## config.mk

```make
export PLATFORM = sky130hd
export DESIGN_NAME = display_arbiter
export DESIGN_NICKNAME = d
export VERILOG_FILES = /design/src/rtl/display_arbiter.sv
export SDC_FILE = /design/constraint.sdc
export NUM_CORES = 1
export LEC_CHECK = 0
export ABC_AREA = 1
export BUFFER_PORTS_ARGS = -buffer_cell sky130_fd_sc_hd__buf_2
export CORE_AREA = 4 4 62 64
export DETAILED_ROUTE_END_ITERATION = 7
export DIE_AREA = 0 0 66 68
export PLACE_DENSITY = 0.8
export RECOVER_POWER = 50
export SYNTH_ARGS = -nofsm -noshare
export SYNTH_HDL_FRONTEND = slang
export SYNTH_SLANG_ARGS = --single-unit
export TNS_END_PERCENT = 30
```

## constraint.sdc

```tcl
create_clock -name clock -period 2.46 [get_ports clock]
set_input_delay 0.492 -clock clock [delete_from_list [all_inputs] [get_ports clock]]
set_output_delay 0.492 -clock clock [all_outputs]
set_load 0.03 [all_outputs]
```

## src/rtl/display_arbiter.sv

```systemverilog
// Two-requester arbiter for a 4-digit multiplexed 7-seg display.
// Ownership changes only at frame boundaries; anode/digit are registered with the scan.
module display_arbiter #(
  parameter int unsigned HOLD_FRAMES = 4
) (
  input  logic        clock,
  input  logic        reset,
  input  logic        tick,
  input  logic [1:0]  req,
  input  logic [15:0] data0,
  input  logic [15:0] data1,
  output logic [1:0]  gnt,
  output logic [3:0]  anode,
  output logic [3:0]  digit,
  output logic        frame_done
);

  localparam logic [7:0] HOLD = 8'(HOLD_FRAMES);

  typedef enum logic [1:0] {
    IDLE = 2'd0,
    OWN0 = 2'd1,
    OWN1 = 2'd2
  } state_t;

  state_t      r_state, w_state_nxt;
  logic [1:0]  r_idx, w_idx_nxt;
  logic [7:0]  r_frames, w_frames_nxt;
  logic        r_ptr, w_ptr_nxt;
  logic [3:0]  r_anode, r_digit;
  logic        r_frame_done;

  logic        w_own, w_own_req, w_oth_req, w_frame_end, w_pick;
  logic [7:0]  w_frames_inc;
  logic [15:0] w_data;
  logic [3:0]  w_anode_nxt, w_digit_nxt;

  assign w_own        = (r_state == OWN1);
  assign w_own_req    = req[w_own];
  assign w_oth_req    = req[~w_own];
  assign w_frame_end  = (r_state != IDLE) && tick && (r_idx == 2'd3);
  assign w_frames_inc = (r_frames >= HOLD) ? HOLD : r_frames + 8'd1;

  always_comb begin
    w_state_nxt  = r_state;
    w_idx_nxt    = r_idx;
    w_frames_nxt = r_frames;
    w_ptr_nxt    = r_ptr;
    w_pick       = 1'b0;
    case (r_state)
      IDLE: begin
        if (req != 2'b00) begin
          // pointer names the requester that wins a tie
          w_pick       = (req == 2'b11) ? r_ptr : req[1];
          w_state_nxt  = w_pick ? OWN1 : OWN0;
          w_idx_nxt    = 2'd0;
          w_frames_nxt = 8'd0;
          w_ptr_nxt    = ~w_pick;
        end
      end
      OWN0, OWN1: begin
        if (tick) begin
          w_idx_nxt = r_idx + 2'd1;
          if (w_frame_end) begin
            w_frames_nxt = w_frames_inc;
            if (w_oth_req && (!w_own_req || w_frames_inc >= HOLD)) begin
              w_state_nxt  = w_own ? OWN0 : OWN1;
              w_frames_nxt = 8'd0;
              w_ptr_nxt    = w_own;
            end else if (!w_own_req) begin
              w_state_nxt  = IDLE;
              w_frames_nxt = 8'd0;
            end
          end
        end
      end
      default: begin
        w_state_nxt  = IDLE;
        w_idx_nxt    = 2'd0;
        w_frames_nxt = 8'd0;
      end
    endcase
  end

  // Outputs are computed from the next state so they land on the same edge.
  assign w_data = (w_state_nxt == OWN1) ? data1 : data0;

  always_comb begin
    w_anode_nxt = 4'hf;
    w_digit_nxt = 4'h0;
    if (w_state_nxt != IDLE) begin
      w_anode_nxt = ~(4'b0001 << w_idx_nxt);
      w_digit_nxt = w_data[{w_idx_nxt, 2'b00} +: 4];
    end
  end

  always_ff @(posedge clock or posedge reset) begin
    if (reset) begin
      r_state      <= IDLE;
      r_idx        <= 2'd0;
      r_frames     <= 8'd0;
      r_ptr        <= 1'b0;
      r_anode      <= 4'hf;
      r_digit      <= 4'h0;
      r_frame_done <= 1'b0;
    end else begin
      r_state      <= w_state_nxt;
      r_idx        <= w_idx_nxt;
      r_frames     <= w_frames_nxt;
      r_ptr        <= w_ptr_nxt;
      r_anode      <= w_anode_nxt;
      r_digit      <= w_digit_nxt;
      r_frame_done <= w_frame_end;
    end
  end

  assign gnt        = {r_state == OWN1, r_state == OWN0};
  assign anode      = r_anode;
  assign digit      = r_digit;
  assign frame_done = r_frame_done;

endmodule

```

# After elaboration in Yosys (flattened, before gate mapping)
# Cells that the tools add are included.
[classes] n_addsub=2 multipliers=0 div=0 order_cmp=4 eq_ne=9 shift=2 muxes=31 bitwise=3 reduce_logical=13
[op_table] operator="$mux W8" n=6
[op_table] operator="$mux W2" n=9
[op_table] operator="$ge A8 B3 Y1 const B" n=2
[op_table] operator="$mux W16" n=1
[op_table] operator="$pmux W8 S2" n=1
[op_table] operator="$shiftx A16 B5 Y4" n=1
[op_table] operator="$mux W1" n=9
[op_table] operator="$add A8 B1 Y8 const B" n=1
[op_table] operator="$eq A2 B2 Y1 const B" n=4
[op_table] operator="$mux W4" n=2
[op_table] operator="$ne A2 B2 Y1 const B" n=4
[op_table] operator="$pmux W2 S2" n=2
[op_table] operator="$reduce_bool A2 Y1" n=4
[op_table] operator="$reduce_and A5 Y1" n=1
[op_table] operator="$lt A1 B2 Y1 const B" n=2
[op_table] operator="$not A4 Y4" n=1
[op_table] operator="$shl A1 B2 Y4 const A" n=1
[op_table] operator="$logic_and A1 B1 Y1" n=3
[op_table] operator="$reduce_and A3 Y1" n=1
[op_table] operator="$add A2 B1 Y2 const B" n=1
[op_table] operator="$eq A2 B1 Y1 const B" n=1
[op_table] operator="$logic_not A2 Y1" n=1
[op_table] operator="$not A1 Y1" n=2
[op_table] operator="$pmux W1 S2" n=1
[op_table] operator="other kinds (3)" n=3
[totals] register_bits=22 latchBits=0 ram_bits=0 mem_bits_ro=0 in_bits=37 output_inout_bits=11 n_memories=0

# Longest topological paths before layout
[logic_depth] depth_word=14 mapped_depth=16

# Worst setup path before layout
# No wires, ideal clock.
[synth_path] path_type="flip-flop to flip-flop" from="register r_state[0]" to="register r_digit[0], in the netlist digit[0]" t_arrival_ns=1.731 t_required_ns=2.346 slack_ns=0.615 stages_incl_launch_ff=16 path_cell_list="dfrtp_1 > inv_1 > ha_1 > buf_2 > nand3_2 > nand2_2 > nand2_2 > buf_6 > nor2_4 > nand2_1 > nand2_1 > inv_1 > nand2_1 > nand4_1 > nand2_1 > nor2_1"
[synth_between] elab_chain_len=14 word_cells_on_any_way=27
[synth_rtl] element="start, declared" line="26" text="state_t r_state, w_state_nxt;"
[synth_rtl] element="start signal, assigned" line="107" text="r_state <= w_state_nxt;"
[synth_rtl] element="$eq A2 B2 Y1" line="38, 50"
[synth_rtl] element="$mux W1 (implied by the code) (2 in series)" line="39" text="assign w_own_req = req[w_own];"
[synth_rtl] element="$logic_not A1 Y1"
[synth_rtl] element="$logic_or A1 B1 Y1" line="66" text="if (w_oth_req && (!w_own_req || w_frames_inc >= HOLD)) begin"
[synth_rtl] element="$logic_and A1 B1 Y1" line="66"
[synth_rtl] element="$mux W2" line="66"
[synth_rtl] element="$mux W2" line="64" text="if (w_frame_end) begin"
[synth_rtl] element="$mux W2" line="62" text="if (tick) begin"
[synth_rtl] element="$pmux W2 S2" line="50" text="case (r_state)"
[synth_rtl] element="$eq A2 B2 Y1" line="86" text="assign w_data = (w_state_nxt == OWN1) ? data1 : data0;"
[synth_rtl] element="$mux W16" line="86"
[synth_rtl] element="$shiftx A16 B5 Y4" line="93" text="w_digit_nxt = w_data[{w_idx_nxt, 2'b00} +: 4];"
[synth_rtl] element="$mux W4 (*)" line="91" text="if (w_state_nxt != IDLE) begin"
[synth_rtl] element="via w_digit_nxt[0]" line="36" text="logic [3:0] w_anode_nxt, w_digit_nxt;"
[synth_rtl] element="end signal, assigned" line="112" text="r_digit <= w_digit_nxt;"
[synth_rtl] element="end, declared" line="30" text="logic [3:0] r_anode, r_digit;"
# The timed path passes the listed nets; every way through them passes the cells marked *. The select of a mux whose other input is x is not followed.
# A chain may end at the register's enable or synchronous reset.

# Worst setup path after layout
[layout_path] from="register r_state[0]" to="register r_digit[1], in the netlist digit[1]"
[layout_between] word_cells_on_any_way=27
[layout_rtl] element="$eq A2 B1 Y1 or $eq A2 B2 Y1 (tied branches)" line="50"
[layout_rtl] element="$reduce_or A2 Y1" line="50"
[layout_rtl] element="$pmux W2 S2 (*)" line="50"
[layout_rtl] element="via w_idx_nxt[1]" line="27" text="logic [1:0] r_idx, w_idx_nxt;"
[layout_rtl] element="$shiftx A16 B5 Y4 (*)" line="93"
[layout_rtl] element="$mux W4 (*)" line="91"
[layout_rtl] element="via w_digit_nxt[1]" line="36"
# Marks and branches as above.

==> flow_results.org <==
** Floorplanning
- FP Rows :: 21
- In this run the standard cell core region covers 3280 µm².
- I/O pin total :: 48
- Initial Utilization :: 0.493
- From bottom edge to top edge, the die measures 68 µm.
- Area of the die :: 4490 µm²
- The floorplan step set the die width to 66 µm.

** Power and ir drop
- Summed over all cells, the static leakage comes to 1.02 nW.
- Power per cell area :: 1170 nW/µm²
- Across the VDD grid, the largest voltage drop is 584 µV.
- Overall Power :: 0.00225 W

** Clock tree
- Number of gates given a new drive strength after cts :: 0
- The tree built by TritonCTS fans out to 22 sinks.
- Buffer count from post-CTS setup fixing :: 0
- Clock transition at path regs :: 0.13 ns
- Number of hold buffers added after CTS :: 0
- The clock reaches the later pin of the worst-skew pair after 0.31 ns.
- In this run the number of H-tree levels came out at 1.
- Clock root buffer :: clkbuf_4
- The clock passes through at most 2 buffers.
- TritonCTS built the clock tree.
- Cts bufs inserted :: 3

** Final layout
- Leaving out fill and tap cells, the most frequent cell in the layout is nand2_1.
- Compared with the post-synthesis result, the final layout area differs by 18.8%.
- Most frequent cells in the layout :: 51 x nand2_1, 42 x buf_2, 32 x inv_1, 18 x dfrtp_1, 16 x nor2_1
- Number of nets in the final layout :: 307
- In the final layout, the share of cells above drive strength 1 is 0.298.
- The repair_antennas step left the layout with diodes totalling 0.
- Number of inserted filler cells in the final layout :: 325

** Global routing
- Total routing resource utilization after global routing :: 0.160
- The first global-routing pass estimated 5700 µm of wire.
- Entering global routing, the biggest net connects 23 pins.
- Number of global-route vias before repair :: 1394
- The number of antenna violations at the first check in global routing is 0.
- Overall overflow remaining after global route :: 0

** Place
- The count of buffers added on input and output ports is 47.
- Routability-driven placement finished with a final weighted congestion of 0.895.
- Before CTS, the worst setup slack after placement is 0.214 ns.
- Detailed placement ended at an HPWL of 2760 µm.

** Timing
- Ratio of final minimum period to clock period :: 0.917
- The final-report hold violation count was 0.
- Setup violations remaining at the end of the flow were counted as 0.
- Clk_skew :: 0.00578 ns
- RSZ-0062 raised after global routing :: no
- For the pin with the worst max-slew slack, the measured transition is 0.803 ns.
- Summed negative setup slack over all endpoints :: 0 ns
- The smallest clock period supported by the final layout is computed as 2.26 ns.
- Max frequency :: 443 MHz
- Headroom to the max-slew limit came out at 0.464.
- Setup slack on the critical path of the routed design comes to 0.204 ns.
- The number of max-slew violations in the final report is 0.

** Worst setup path
- Critical path fanouts, max :: 12
- Worst setup SP type :: register
- Among all stages on the critical path, the largest delay is contributed by dfrtp_1.
- CP Data Required Time :: 2.71 ns
- The signal on the critical path passes through inv_1, ha_1, nand3_1, nand2_1, nand2_2, inv_2, nand2_2, o22ai_1, or2_1, nand2_1, nand2_1, nor2_2.
- In this design, the largest share of critical-path delay is due to simple AND/OR/NAND/NOR gates.
- STA classifies the critical path endpoint as a register.
- Maximum cell stage delay along the critical path :: 0.43 ns
- In this design, the critical path's most frequently occurring cell is nand2_1.
- Worst Setup Path Type :: register to register
- The number of buffers and inverters on the critical path is 2.
- For the worst setup path, the data arrival time is 2.50 ns.

** Logic synthesis
- Flip-flop and latch count after synthesis :: 22
- Post-synthesis cell count :: 215
- The Yosys step of the flow raised 0 warnings.
- Yosys mapped the design onto 32 distinct sky130hd cell types.
- A synthesized cell averages 7.52 µm².
- Area of the mapped netlist :: 1620 µm²
- The number of nets in the synthesized netlist is 259.
- Sequential share of the synthesized area :: 0.343

** Drt
- The count of nets left with antenna violations once routing finished came out at 0.
- Detailed Route Iter0 Violations :: 73
- The routed layout has 1441 vias.
- After detailed routing, the number of remaining DRC violations is 0.
- Count of TritonRoute iterations in the first routing pass :: 4
- Post-DR wirelength/cell :: 10.8 µm
- Average vias per placed instance :: 4.68
- Summed over all layers, the routed wires come to 3330 µm.

** Run
- Max cap viols :: 0

** Status
- The run finished with clean final reports.

** Worst hold path
- Class of the tightest hold or removal check :: input port to asynchronous set/reset pin
## synth_stat cells, drive strengths merged
cell,count,area [µm²]
a21boi,1,7.51
a21oi,5,43.8
a31oi,1,6.26
buf,4,35.0
bufinv,1,17.5
clkinv,5,18.8
dfrtp,18,450
dfstp,4,105
ha,7,87.6
inv,35,131
nand2,61,278
nand3,16,105
nand3b,9,67.6
nand4,4,25.0
nor2,21,101
o21ai,8,43.8
o22ai,11,68.8
or2,4,25.0
## path summary, 6_finish.rpt
check | startpoint | cells past startpoint | slack (ns) | endpoint
min | reset | 2 | 0.31 | digit[0]$_DFF_PP0_
max reg2reg | r_state[0]$_DFF_PP0_ | 12 | 0.20 | digit[1]$_DFF_PP0_
min in group clock | r_frames[5]$_DFFE_PP0P_ | 2 | 0.51 | r_frames[5]$_DFFE_PP0P_
max in group asynchronous | reset | 2 | 1.65 | r_frames[5]$_DFFE_PP0P_
min reg2reg | r_frames[5]$_DFFE_PP0P_ | 2 | 0.51 | r_frames[5]$_DFFE_PP0P_
max | r_state[0]$_DFF_PP0_ | 12 | 0.20 | digit[1]$_DFF_PP0_
## worst register-to-register path: cells and delay by family (launching register included)
family	cells	cell delay (ns)
DFF	1	0.43
buffers and inverters	2	0.27
AOI/OAI and AO/OA	1	0.07
adders and majority gates	1	0.43
and+or+nand+nor	8	1.00
## cell type report
cell class                      instances  area, µm²  share of cell area
Inverter                               41        168              0.0872
Sequential cell                        22        556               0.289
Clock buffer                            3       22.5              0.0117
Tap cell                               46       57.6              0.0299
Multi-Input combinational cell        148        860               0.447
Timing Repair Buffer                   47        229               0.119
Clock inverter                          1       30.0              0.0156
## metrics by stage
| step | cell area (µm²) | instances | hold WS, ns | util |
|---|---|---|---|---|
| final | 1920 | 308 | 0.314 | 0.585 |
| after global routing | 1920 | 308 | 0.396 | 0.585 |
| after CTS | 1930 | 308 | 0.333 | 0.587 |
| after detailed placement | 1880 | 304 | 0.487 | 0.571 |
| after global placement | 1880 | 304 | 0.483 | 0.571 |
| after floorplan | 1620 | 215 | 0.473 | - |
## cell families (layout without fill, tap and decap cells)
kind of cell    after synthesis  count (layout)  share of synthesized area
compound gates               26              26                      0.105
fa+ha+maj                     7               7                     0.0541
buf+inv                      45              92                      0.125
flops                        22              22                      0.343
simple gates                115             115                      0.372
## state kept, by name, summed over array words and instances (netlist names)
signal	count
digit	4
anode	4
r_frames	8
r_ptr	1
r_state	2
frame_done	1
r_idx	2
## routing by layer
metal  GRT usage  wire length [µm]  vias to the layer above
met5           0                 0                        -
met4      0.0482                18                        0
met3      0.0279               237                        2
met2       0.300              1620                       42
met1       0.187              1450                      624
li1            -                 -                      773
## report_power, final
| group | internal (W) | switching, W |
|---|---|---|
| registers | 0.000468 | 0.0000456 |
| logic | 0.000472 | 0.000987 |
| clock network | 0.000165 | 0.000112 |
Power figures use the tool's default switching activity.
